===== src/rtl/mips_divider_pkg.sv =====
// Shared definitions for the iterative MIPS DIV/DIVU unit: FSM encodings and default iteration count.
package mips_divider_pkg;
  localparam int DIV_ITERS = 32;

  typedef enum logic [1:0] {
    DIV_IDLE = 2'd0,
    DIV_CALC = 2'd1,
    DIV_FIX  = 2'd2,
    DIV_DONE = 2'd3
  } div_state_e;
endpackage


===== src/rtl/mips_div_step.sv =====
// One restoring division step: shift rem:quo left by one, trial-subtract divisor, restore on borrow.
module mips_div_step #(
  parameter int WIDTH = 32
) (
  input  logic [WIDTH-1:0] rem_in,
  input  logic [WIDTH-1:0] quo_in,
  input  logic [WIDTH-1:0] divisor,
  output logic [WIDTH-1:0] rem_out,
  output logic [WIDTH-1:0] quo_out
);
  logic [WIDTH:0]   shifted;
  logic [WIDTH-1:0] diff;
  logic             ge;

  always_comb begin
    shifted = {rem_in, quo_in[WIDTH-1]};
    ge      = shifted >= {1'b0, divisor};
    // when ge holds the true difference is < 2^WIDTH, so the low bits are exact
    diff    = shifted[WIDTH-1:0] - divisor;
    rem_out = ge ? diff : shifted[WIDTH-1:0];
    quo_out = {quo_in[WIDTH-2:0], ge};
  end
endmodule


===== src/rtl/mips_divider.sv =====
// Iterative radix-2 restoring divider for MIPS DIV/DIVU with sign capture and fixup.
// Optional DIV_EARLY_OUT_EN: skip iterations when |dividend| < |divisor|.
module mips_divider
  import mips_divider_pkg::*;
#(
  parameter int WIDTH = DIV_ITERS,
  parameter int CNT_W = 6
) (
  input  logic             clk,
  input  logic             rst_n,
  input  logic             div_start,
  input  logic             div_signed,
  input  logic [WIDTH-1:0] div_dividend,
  input  logic [WIDTH-1:0] div_divisor,
  input  logic             div_flush,
  output logic             div_busy,
  output logic             div_done,
  output logic [WIDTH-1:0] div_quotient,
  output logic [WIDTH-1:0] div_remainder,
  output logic             div_by_zero
);
  div_state_e       state, state_nxt;
  logic [CNT_W-1:0] cnt;
  logic [WIDTH-1:0] rem_r, quo_r, dvs_r, step_rem, step_quo;
  logic [WIDTH-1:0] dvd_mag, dvs_mag, fixed_q, fixed_r;
  logic             quo_neg, rem_neg, dz_r;
  logic             dvd_neg, dvs_neg, accept, last_iter, early;

  mips_div_step #(.WIDTH(WIDTH)) u_step (
    .rem_in  (rem_r),
    .quo_in  (quo_r),
    .divisor (dvs_r),
    .rem_out (step_rem),
    .quo_out (step_quo)
  );

  assign dvd_neg   = div_signed & div_dividend[WIDTH-1];
  assign dvs_neg   = div_signed & div_divisor[WIDTH-1];
  assign dvd_mag   = dvd_neg ? -div_dividend : div_dividend;
  assign dvs_mag   = dvs_neg ? -div_divisor : div_divisor;
  assign accept    = (state == DIV_IDLE || state == DIV_DONE) && div_start && !div_flush;
  assign last_iter = (state == DIV_CALC) && (cnt == CNT_W'(WIDTH - 1));
  assign div_busy  = (state == DIV_CALC) || (state == DIV_FIX);

`ifdef DIV_EARLY_OUT_EN
  // quo_r still holds the unshifted dividend magnitude on the first CALC cycle
  assign early = (state == DIV_CALC) && (cnt == '0) && !dz_r && (quo_r < dvs_r);
`else
  assign early = 1'b0;
`endif

  // divide-by-zero: the restoring loop naturally yields all-ones and the dividend magnitude
  assign fixed_q = dz_r ? '1 : (quo_neg ? -quo_r : quo_r);
  assign fixed_r = rem_neg ? -rem_r : rem_r;

  always_comb begin
    state_nxt = state;
    if (div_flush) state_nxt = DIV_IDLE;
    else begin
      case (state)
        DIV_IDLE: if (div_start) state_nxt = DIV_CALC;
        DIV_CALC: if (last_iter || early) state_nxt = DIV_FIX;
        DIV_FIX:  state_nxt = DIV_DONE;
        DIV_DONE: state_nxt = div_start ? DIV_CALC : DIV_IDLE;
        default:  state_nxt = DIV_IDLE;
      endcase
    end
  end

  always_ff @(posedge clk or negedge rst_n) begin
    if (!rst_n) state <= DIV_IDLE;
    else        state <= state_nxt;
  end

  always_ff @(posedge clk or negedge rst_n) begin
    if (!rst_n) begin
      cnt           <= '0;
      rem_r         <= '0;
      quo_r         <= '0;
      dvs_r         <= '0;
      quo_neg       <= 1'b0;
      rem_neg       <= 1'b0;
      dz_r          <= 1'b0;
      div_done      <= 1'b0;
      div_quotient  <= '0;
      div_remainder <= '0;
      div_by_zero   <= 1'b0;
    end else begin
      div_done <= (state == DIV_FIX) && !div_flush;
      if (accept) begin
        cnt     <= '0;
        rem_r   <= '0;
        quo_r   <= dvd_mag;
        dvs_r   <= dvs_mag;
        quo_neg <= dvd_neg ^ dvs_neg;
        rem_neg <= dvd_neg;
        dz_r    <= (div_divisor == '0);
      end else if (state == DIV_CALC && !div_flush) begin
        cnt <= cnt + 1'b1;
        if (early) begin
          rem_r <= quo_r;
          quo_r <= '0;
        end else begin
          rem_r <= step_rem;
          quo_r <= step_quo;
        end
      end
      if (state == DIV_FIX && !div_flush) begin
        div_quotient  <= fixed_q;
        div_remainder <= fixed_r;
        div_by_zero   <= dz_r;
      end
    end
  end
endmodule


===== config.mk =====
export PLATFORM = sky130hd
export DESIGN_NAME = mips_divider
export DESIGN_NICKNAME = d
export VERILOG_FILES = /design/src/rtl/mips_divider_pkg.sv /design/src/rtl/mips_div_step.sv /design/src/rtl/mips_divider.sv
export SDC_FILE = /design/constraint.sdc
export NUM_CORES = 1
export LEC_CHECK = 0
export BUFFER_PORTS_ARGS = -buffer_cell sky130_fd_sc_hd__buf_2
export CORE_AREA = 4 4 180 182
export CTS_CLUSTER_DIAMETER = 200
export CTS_CLUSTER_SIZE = 24
export DETAILED_ROUTE_END_ITERATION = 10
export DIE_AREA = 0 0 184 186
export SYNTH_ARGS = -nofsm -noshare
export SYNTH_HDL_FRONTEND = slang
export SYNTH_SLANG_ARGS = --single-unit

===== constraint.sdc =====
create_clock -name clk -period 2.9 [get_ports clk]
set_input_delay 0.145 -clock clk [delete_from_list [all_inputs] [get_ports clk]]
set_output_delay 0.145 -clock clk [all_outputs]
set_load 0.05 [all_outputs]

==> reports/results.tsv <==
metric	value	unit
vias in the first global route	10400	
Worst Path Arrival	3070	ps
synthesis-to-finish area growth	22.1	%
placed instance count	1988	
post-synthesis sequential area ratio	37.5	%
filler cell count	3098	
gpl congestion	0.911	
# clock sinks	173	
YS warnings	0	
Min-Delay Path Class	in -> reg	
worst skew pair latency	440	ps
syn_nets	1538	
number of flops mapped to enable cells by yosys	0	
RSZ-0062 raised after global routing	true	
drt initial violations	821	
final setup fails	0	
status	complete, no violations	
drt drc	0	
TritonCTS clock tree	yes	
# rows	64	
initial antenna violation count	1	
Wirelength per Cell	16.8	um
min cycle time layout	2740	ps
I/O pin total	136	
width of the die	184	um
ys flop type	dfrtp_1	
Final period util	94.5	%
most frequent cells in the layout	247 x nand2_1, 173 x dfrtp_1, 145 x o21ai_0, 134 x buf_2, 107 x buf_4	
worst slew pin tran	983	ps
Yosys reg bits	173	
commonest non-fill, non-tap cell in the layout	nand2_1	
post-route ant nets	0	
pin count of the biggest net entering global routing	89	
antenna diode count	0	
routed vias	10800	
final count of hold timing violations	0	
Mapped Area	0.0116	mm2
Req. time, crit path	3230	ps
synth top area cells	dfrtp_1 37%, nand2_1 8.1%, o21ai_0 6.3%	
Slew Limit Headroom	34.0	%
IO Port Bufs	135	
GRT Total Usage	19.7	%
final wirelength	34100	um
CORE AREA	0.0306	mm2
max-cap viol count	0	
post-synth top area share	37.5	%
power per cell area	1370	mW/mm2
Final Net Count	1731	
Non-Filler Instances	2028	
leak pwr	0.00632	uW
first-pass iteration count of the detailed router	6	
Worst VDD drop	0.551	mV
crit path kind	reg -> reg	
type of element launching the critical path	flip-flop	
area of the die	0.0342	mm2
layout cells sized above 1	19.3	%
clk_skew	13.1	ps
syn_area_per_cell	8.10	um2
Worst-path clk slew	70	ps
largest area contributor in the netlist	dfrtp_1	
H-tree depth	4	
Starting Density	37.8	%
Max clock buf depth	2	
FMAX	365	MHz
Worst setup EP type	flip-flop	
first-pass GRT wire length	55000	um
Post-DP HPWL	25500	um
Final Slew Violations	0	
vias per std cell	5.35	
Die H	186	um
crit path max fanout	18	
CTS Buf Count	17	
Mapped Cells	1426	
Root Driver	clkbuf_16	
library cells used by synthesis	62	
Power, Total	19300	uW
FFs w/ async S/R, synth	100	%
Congestion Overflow GR	0	
## cells in the mapped netlist (2+ instances only)
cell type and n:
nand2_1 248, dfrtp_1 173, o21ai_0 146, a21oi_1 100
nor2_1 96, xor2_1 78, clkbuf_1 75, xnor2_1 69
inv_1 55, a31oi_1 48, ha_1 42, nand3_1 32
o31ai_1 27, a21o_1 19, nor3_1 19, o41ai_1 19
nand4_1 17, or3_1 16, and3_1 15, nor4_1 14
o211ai_1 11, or4_1 11, nor2b_1 8, nand2b_1 7
a211oi_1 6, mux2i_1 6, o21a_1 6, or2_2 6
and2_1 4, nor3b_1 4, o21bai_1 4, a41oi_1 3
buf_1 3, nand3b_1 3, o41ai_2 3, a2111oi_0 2
and4_1 2, o21ai_1 2, o22ai_1 2, o41a_1 2
or4_4 2
## worst paths after layout
kind	start	endpoint	slack [ps]	cells after the start
max	rem_r[17]$_DFFE_PN0P_	rem_r[0]$_DFFE_PN0P_	160	11
min	div_divisor[12]	dvs_r[12]$_DFFE_PN0P_	10	3
max reg2reg	rem_r[17]$_DFFE_PN0P_	rem_r[0]$_DFFE_PN0P_	160	11
min reg2reg	div_quotient[0]$_DFFE_PN0P_	div_quotient[0]$_DFFE_PN0P_	470	2
max in group asynchronous	rst_n	div_quotient[23]$_DFFE_PN0P_	1790	3
min in group asynchronous	rst_n	dvs_r[9]$_DFFE_PN0P_	320	2
## through the flow
step                      TNS [ps]  area [um2]  utilization, %  setup slack, ps  hold WS, ps
after floorplan                  0       11600               -              200         -151
after global placement           0       13300            43.6             16.1          256
after detailed placement     -61.0       13300            43.6            -27.4          259
after CTS                        0       13900            45.6             11.3         2.89
after global routing          -281       14100            46.1            -60.0         9.24
final                            0       14100            46.1              160         14.2
## final cells by class
| class | count | area, um2 | share of cell area (%) |
|---|---|---|---|
| Clock buffer | 19 | 433 | 3.07 |
| Clock inverter | 13 | 126 | 0.895 |
| Inverter | 56 | 210 | 1.49 |
| Multi-Input combinational cell | 1118 | 6850 | 48.5 |
| Sequential cell | 173 | 4330 | 30.7 |
| Tap cell | 396 | 495 | 3.51 |
| Timing Repair Buffer | 253 | 1670 | 11.8 |
## critical path, cell delays in order, from the launching register on
cell and delay (ps):
dfrtp_1 450, ha_1 370, and4_1 260, nand2_1 140, nor4_2 50, buf_4 130
a31oi_1 170, and3_1 250, a21o_2 290, buf_12 190, nor2_1 50, o31a_1 270
## timing repair
item | CTS | global route
setup endpoints to repair | 3 | 37
hold buffers | 4 | 0
hold endpoints to repair | 78 | 0
resized for setup | 1 | 20
setup buffers | 0 | 3
gates cloned | 0 | 1
pin swaps | 0 | 9
## routing by layer
metal	vias to the layer above	GRT usage, %	part of all wire (%)
li1	5414	-	-
met1	5135	29.3	50
met2	255	29.5	44
met3	39	3.19	5.1
met4	2	5.56	1.8
met5	-	0	0.038
## flip-flops by register name (all words and copies together) (netlist names)
name and cells:
div_quotient 32, div_remainder 32, dvs_r 32, quo_r 32
rem_r 32, cnt 6, state 2, div_by_zero 1
div_done 1, dz_r 1, quo_neg 1, rem_neg 1
## logic make-up (layout without fill, tap and decap cells)
| group | Yosys count | count (layout) | share of synthesized area [%] |
|---|---|---|---|
| adder cells (fa/ha/maj) | 43 | 43 | 4.72 |
| XOR/XNOR | 147 | 147 | 11.1 |
| buffers and inverters | 135 | 341 | 4.40 |
| flip-flops | 173 | 173 | 37.5 |
| AND/OR/NAND/NOR | 511 | 511 | 20.3 |
| AO/OA/AOI/OAI | 411 | 411 | 21.5 |
| multiplexers | 6 | 6 | 0.520 |
## report_power, final
part	internal (uW)	switching [uW]	total (uW)
logic	4900	7760	12700
registers	3510	930	4440
clock network	1140	1100	2240
total	9540	9790	19300
Power figures use the tool's default switching activity.
